--- src/rtl/alu_int_divider.sv ---
// Iterative signed divider for the Execution stage: restoring shift-subtract,
// one quotient bit per clock, with saturation and divide-by-zero handling.
module alu_int_divider #(
   parameter int DATA_WIDTH = 16
) (
   input  logic                  clk,
   input  logic                  rst_n,
   input  logic                  start,
   input  logic [DATA_WIDTH-1:0] A,
   input  logic [DATA_WIDTH-1:0] B,
   output logic                  busy,
   output logic                  done,
   output logic [DATA_WIDTH-1:0] Q,
   output logic [DATA_WIDTH-1:0] R,
   output logic                  N,
   output logic                  V,
   output logic                  Z,
   output logic                  DZ
);

   localparam int W  = DATA_WIDTH;
   localparam int CW = $clog2(W + 1);

   localparam logic [W-1:0] MAX_POS  = {1'b0, {(W-1){1'b1}}};
   localparam logic [W-1:0] MAX_NEG  = {1'b1, {(W-1){1'b0}}};
   localparam logic [W-1:0] ALL_ONES = {W{1'b1}};

   typedef enum logic [1:0] {
      IDLE,
      CALC,
      FINISH
   } state_t;

   state_t        state_q, state_d;
   logic [CW-1:0] cnt_q, cnt_d;
   logic [W-1:0]  dvd_q, dvd_d;       // dividend bits shift out, quotient bits shift in
   logic [W:0]    rem_q, rem_d;
   logic [W-1:0]  dvs_q, dvs_d;
   logic          neg_quo_q, neg_quo_d;
   logic          neg_rem_q, neg_rem_d;
   logic          sat_q, sat_d;
   logic          dzf_q, dzf_d;

   logic          busy_q, busy_d;
   logic          done_q, done_d;
   logic [W-1:0]  q_out_q, q_out_d;
   logic [W-1:0]  r_out_q, r_out_d;
   logic          n_q, n_d;
   logic          v_q, v_d;
   logic          z_q, z_d;
   logic          dz_q, dz_d;

   logic [W-1:0]  a_mag;
   logic [W-1:0]  b_mag;
   logic [W:0]    rem_shift;
   logic [W+1:0]  trial;
   logic [W-1:0]  quo_fin;
   logic [W-1:0]  rem_fin;

   // Magnitudes are unsigned W-bit, so |max_neg| = 2^(W-1) is representable.
   assign a_mag = A[W-1] ? (~A + 1'b1) : A;
   assign b_mag = B[W-1] ? (~B + 1'b1) : B;

   assign rem_shift = {rem_q[W-1:0], dvd_q[W-1]};
   assign trial     = {1'b0, rem_shift} - {2'b00, dvs_q};

   assign quo_fin = neg_quo_q ? (~dvd_q + 1'b1) : dvd_q;
   assign rem_fin = neg_rem_q ? (~rem_q[W-1:0] + 1'b1) : rem_q[W-1:0];

   always_comb begin
      state_d   = state_q;
      cnt_d     = cnt_q;
      dvd_d     = dvd_q;
      rem_d     = rem_q;
      dvs_d     = dvs_q;
      neg_quo_d = neg_quo_q;
      neg_rem_d = neg_rem_q;
      sat_d     = sat_q;
      dzf_d     = dzf_q;
      busy_d    = busy_q;
      done_d    = 1'b0;
      q_out_d   = q_out_q;
      r_out_d   = r_out_q;
      n_d       = n_q;
      v_d       = v_q;
      z_d       = z_q;
      dz_d      = dz_q;

      case (state_q)
         IDLE: begin
            if (start) begin
               busy_d    = 1'b1;
               neg_quo_d = 1'b0;
               neg_rem_d = 1'b0;
               if (B == '0) begin
                  // Special cases stage final values unsigned so FINISH passes them through.
                  dvd_d   = A[W-1] ? MAX_NEG : MAX_POS;
                  rem_d   = {A[W-1], A};
                  sat_d   = 1'b1;
                  dzf_d   = 1'b1;
                  state_d = FINISH;
               end else if ((A == MAX_NEG) && (B == ALL_ONES)) begin
                  dvd_d   = MAX_POS;
                  rem_d   = '0;
                  sat_d   = 1'b1;
                  dzf_d   = 1'b0;
                  state_d = FINISH;
               end else begin
                  dvd_d     = a_mag;
                  dvs_d     = b_mag;
                  rem_d     = '0;
                  neg_quo_d = A[W-1] ^ B[W-1];
                  neg_rem_d = A[W-1];
                  sat_d     = 1'b0;
                  dzf_d     = 1'b0;
                  cnt_d     = CW'(W);
                  state_d   = CALC;
               end
            end
         end

         CALC: begin
            // A set top bit of the trial means it went negative: restore.
            if (trial[W+1]) begin
               rem_d = rem_shift;
            end else begin
               rem_d = trial[W:0];
            end
            dvd_d = {dvd_q[W-2:0], ~trial[W+1]};
            cnt_d = cnt_q - 1'b1;
            if (cnt_q == CW'(1)) begin
               state_d = FINISH;
            end
         end

         FINISH: begin
            q_out_d = quo_fin;
            r_out_d = rem_fin;
            n_d     = quo_fin[W-1];
            z_d     = (quo_fin == '0);
            v_d     = sat_q;
            dz_d    = dzf_q;
            done_d  = 1'b1;
            busy_d  = 1'b0;
            state_d = IDLE;
         end

         default: begin
            state_d = IDLE;
            busy_d  = 1'b0;
         end
      endcase
   end

   always_ff @(posedge clk or negedge rst_n) begin
      if (!rst_n) begin
         state_q   <= IDLE;
         cnt_q     <= '0;
         dvd_q     <= '0;
         rem_q     <= '0;
         dvs_q     <= '0;
         neg_quo_q <= 1'b0;
         neg_rem_q <= 1'b0;
         sat_q     <= 1'b0;
         dzf_q     <= 1'b0;
         busy_q    <= 1'b0;
         done_q    <= 1'b0;
         q_out_q   <= '0;
         r_out_q   <= '0;
         n_q       <= 1'b0;
         v_q       <= 1'b0;
         z_q       <= 1'b0;
         dz_q      <= 1'b0;
      end else begin
         state_q   <= state_d;
         cnt_q     <= cnt_d;
         dvd_q     <= dvd_d;
         rem_q     <= rem_d;
         dvs_q     <= dvs_d;
         neg_quo_q <= neg_quo_d;
         neg_rem_q <= neg_rem_d;
         sat_q     <= sat_d;
         dzf_q     <= dzf_d;
         busy_q    <= busy_d;
         done_q    <= done_d;
         q_out_q   <= q_out_d;
         r_out_q   <= r_out_d;
         n_q       <= n_d;
         v_q       <= v_d;
         z_q       <= z_d;
         dz_q      <= dz_d;
      end
   end

   assign busy = busy_q;
   assign done = done_q;
   assign Q    = q_out_q;
   assign R    = r_out_q;
   assign N    = n_q;
   assign V    = v_q;
   assign Z    = z_q;
   assign DZ   = dz_q;

endmodule

--- config.mk ---
export PLATFORM = sky130hd
export DESIGN_NAME = alu_int_divider
export DESIGN_NICKNAME = d
export VERILOG_FILES = /design/src/rtl/alu_int_divider.sv
export SDC_FILE = /design/constraint.sdc
export NUM_CORES = 1
export LEC_CHECK = 0
export CAP_MARGIN = 10
export CORE_UTILIZATION = 50
export DETAILED_ROUTE_END_ITERATION = 10
export GPL_TIMING_DRIVEN = 0
export PLACE_DENSITY = 0.72
export SLEW_MARGIN = 30
export SYNTH_ARGS = -nofsm -noshare
export SYNTH_HDL_FRONTEND = slang
export SYNTH_SLANG_ARGS = --single-unit
--- constraint.sdc ---
create_clock -name clk -period 6.7 [get_ports clk]
set_input_delay 0.67 -clock clk [delete_from_list [all_inputs] [get_ports clk]]
set_output_delay 0.67 -clock clk [all_outputs]
set_load 0.03 [all_outputs]
==> reports/metrics.yaml <==
grtUsageTotal: 0.2887
clockPowerShare: 0.140
synth_nets: 804
num_vias: 5839
ant_nets: 0
cts_made_buffers: 9
arrival_ns: 3.37
rsz0062_at_grt: "false"
final_util: 0.6231
outcome: "complete, no violations"
p_sw_frac: 0.4629
n_antenna_cell: 0
power.share.sequential: 0.279
powerDensity_nw_per_um2: 494.4
seq_area_frac_synth: 0.3781
grt_pass1_wl_um: 28970
avgSynthCellArea_um2: 8.540
drt_iter0_drc: 416
dp_hpwl_um: 13900
die_area_um2: 13160
wirelength_um: 17740
gp_congestion: 0.9261
grt_pass1_vias: 5682
fmax_mhz: 317.2
grt_max_degree: 68
min_path_type: "primary input to async pin"
cts.path.max_buffers: 2
clk_latency_ns: 0.36
ios: 73
dr.pass1.iters: 5
slowest_stage: "o41ai_1"
slew_headroom: 0.4631
power.leakage_nw: 3.180
syn2layout_area_growth_pct: 19.75
ir_drop_mv: 0.2232
endpoint_kind: "flop"
fin_crit_sh: 0.4705
synth_top_area_frac: 0.3781
cts_max_level: 3
syn-instance-count: 744
yosys-top-cells-count: "dfrtp_1 (96), nand2_1 (90), o21ai_0 (78)"
core_area_um2: 12210
critPathLaunchType: "flop"
synth_seq_cells: 96
post-cts-setup-buffers: 0
synth-async-reset-ratio: 1.000
start_util: 0.5203
dr.max_layer_used: "met4"
drc: 0
setup_viol: 0
drive_above_1_share: 0.06370
slowest_delay_ns: 0.75
synth_area_um2: 6354
ys.flop_type: "dfrtp_1"
synth_cell_type_count: 61
yosysWarningCount: 0
worstMarginPinSlew_ns: 0.7950
setup_tns_ns: 0
clk_pin_slew_ns: 0.07
antenna_found_initial: 0
rows: 40
wl_met1_um: 7948
cts_sinks: 96
grt_overflow: 0
p_comb_frac: 0.581
cts-root-buf: "clkbuf_16"
min_period_ns: 3.153
synth_top_cell_by_area: "dfrtp_1"
wl_met2_um: 8316
synth_most_common_cell: "dfrtp_1"
synth.top_cells.by_area: "dfrtp_1 (38%), o21ai_0 (6.1%), xnor2_1 (5.7%)"
wl_met3_um: 896
synth-edff-count: 0
worstSetupPathType: "flop to flop"
drt-vias-per-instance: 5.839
die_h_um: 114.7
drv_cap: 0
crit_path_max_fanout: 3
port-buffer-count: 72
wl_per_cell_um: 17.74
layout.nets: 888
fin_worst_skew_ns: 0.006841
dp_slack_ns: 3.416
cts_tree: "yes"
ctsResizeCount: 0
layout_setup_ws_ns: 3.548
hold_violations: 0
die_x_um: 114.7
cp_cell_sequence: "inv_1 -> ha_1 -> inv_1 -> fa_1 -> a21oi_1 -> o22ai_1 -> o41ai_1 -> o21bai_1 -> a21oi_1 -> xor2_1 -> o31ai_1"
power_switching_mw: 1.741
power.internal_mw: 2.021
worstPathRequired_ns: 6.92
drv_slew: 0
ctsHoldBuffers: 0
-- stage by stage --
stage / hold WS, ns / instance area, um^2 / total power, mW / cells
floorplan: 0.3744 / 6354 / 2.573 / 744
global placement: 0.4605 / 7284 / 3.146 / 984
detailed placement: 0.4692 / 7313 / 3.224 / 985
CTS: 0.1944 / 7609 / 3.757 / 1000
global route: 0.2077 / 7609 / 4.052 / 1000
finish: 0.1844 / 7609 / 3.762 / 1000
-- cells by family (layout without fill, tap and decap cells) --
kind of cell | Yosys count | count (layout) | share of synthesized area
AND/OR/NAND/NOR | 253 | 253 | 0.1952
multiplexers | 18 | 18 | 0.02895
adder cells (fa/ha/maj) | 25 | 25 | 0.05041
buffers and inverters | 82 | 170 | 0.05750
XOR/XNOR | 66 | 66 | 0.09098
flip-flops | 96 | 96 | 0.3781
AO/OA/AOI/OAI | 204 | 204 | 0.1989
-- area by class of cell --
type	count	area, um^2
timing repair buffer	73	749.5
clock buffer	10	239.0
buffer	43	219.0
inverter	39	146.4
fill	1126	4603
multi-input combinational	566	3586
tap	168	210.2
clock inverter	5	56.30
sequential	96	2402
-- worst max-delay path: cells and delay by family (launching register included) --
family / cells / cell delay, ns
flops: 1 / 0.38
buf+inv: 2 / 0.21
xor+xnor: 1 / 0.22
compound gates: 6 / 1.60
fa+ha+maj: 2 / 0.61
-- state kept, by name, indices dropped and copies added, names as in the netlist --
signal	count
rem_q	16
neg_quo_q	1
R	16
V	1
neg_rem_q	1
sat_q	1
dzf_q	1
cnt_q	5
state_q	2
Q	16
done	1
DZ	1
dvd_q	16
busy	1
dvs_q	16
Z	1
-- path summary, 6_finish.rpt --
kind	slack, ns	depth (start not counted)	end	start
max reg2reg	3.55	11	rem_q[12]$_DFFE_PN0P_	dvd_q[15]$_DFFE_PN0P_
min	0.18	1	Q[6]$_DFFE_PN0P_	rst_n
min reg2reg	0.48	2	Q[4]$_DFFE_PN0P_	Q[4]$_DFFE_PN0P_
min in group clk	0.48	2	Q[4]$_DFFE_PN0P_	Q[4]$_DFFE_PN0P_
max	3.55	11	rem_q[12]$_DFFE_PN0P_	dvd_q[15]$_DFFE_PN0P_
max in group asynchronous	5.90	2	rem_q[12]$_DFFE_PN0P_	rst_n
-- layer usage --
layer,GRT usage,vias to the layer above
met5,0,-
met4,0.1368,0
met3,0.03335,41
met2,0.4703,205
met1,0.3856,2795
li1,-,2798
-- power groups by stage --
stage          logic [mW]  clock network, mW  registers (mW)
2_1_floorplan        1.44                  0            1.14
3_3_place_gp         2.10                  0            1.04
3_5_place_dp         2.17                  0            1.06
4_1_cts              2.18              0.534            1.05
5_1_grt              2.42              0.551            1.08
6_report             2.19              0.526            1.05
-- cell usage in the layout, fill, tap and decap left out, types with 6 or more instances in the layout --
master	Yosys	final
a21oi_1	31	31
a21oi_2	10	10
a22oi_1	12	12
a31oi_1	9	9
clkbuf_1	29	29
clkbuf_16	0	9
clkdlybuf4s50_1	0	71
dfrtp_1	96	96
ha_1	24	24
inv_1	39	39
mux2i_1	15	15
nand2_1	90	90
nand2b_1	9	9
nand3_1	37	37
nand4_1	8	8
nor2_1	49	49
nor2b_1	6	6
nor3_1	15	15
o21ai_0	78	78
o21ai_1	8	8
o22ai_1	7	7
o31ai_1	15	15
o41ai_1	8	8
or3_1	7	7
xnor2_1	41	41
xor2_1	25	25
Power figures use the tool's default switching activity.
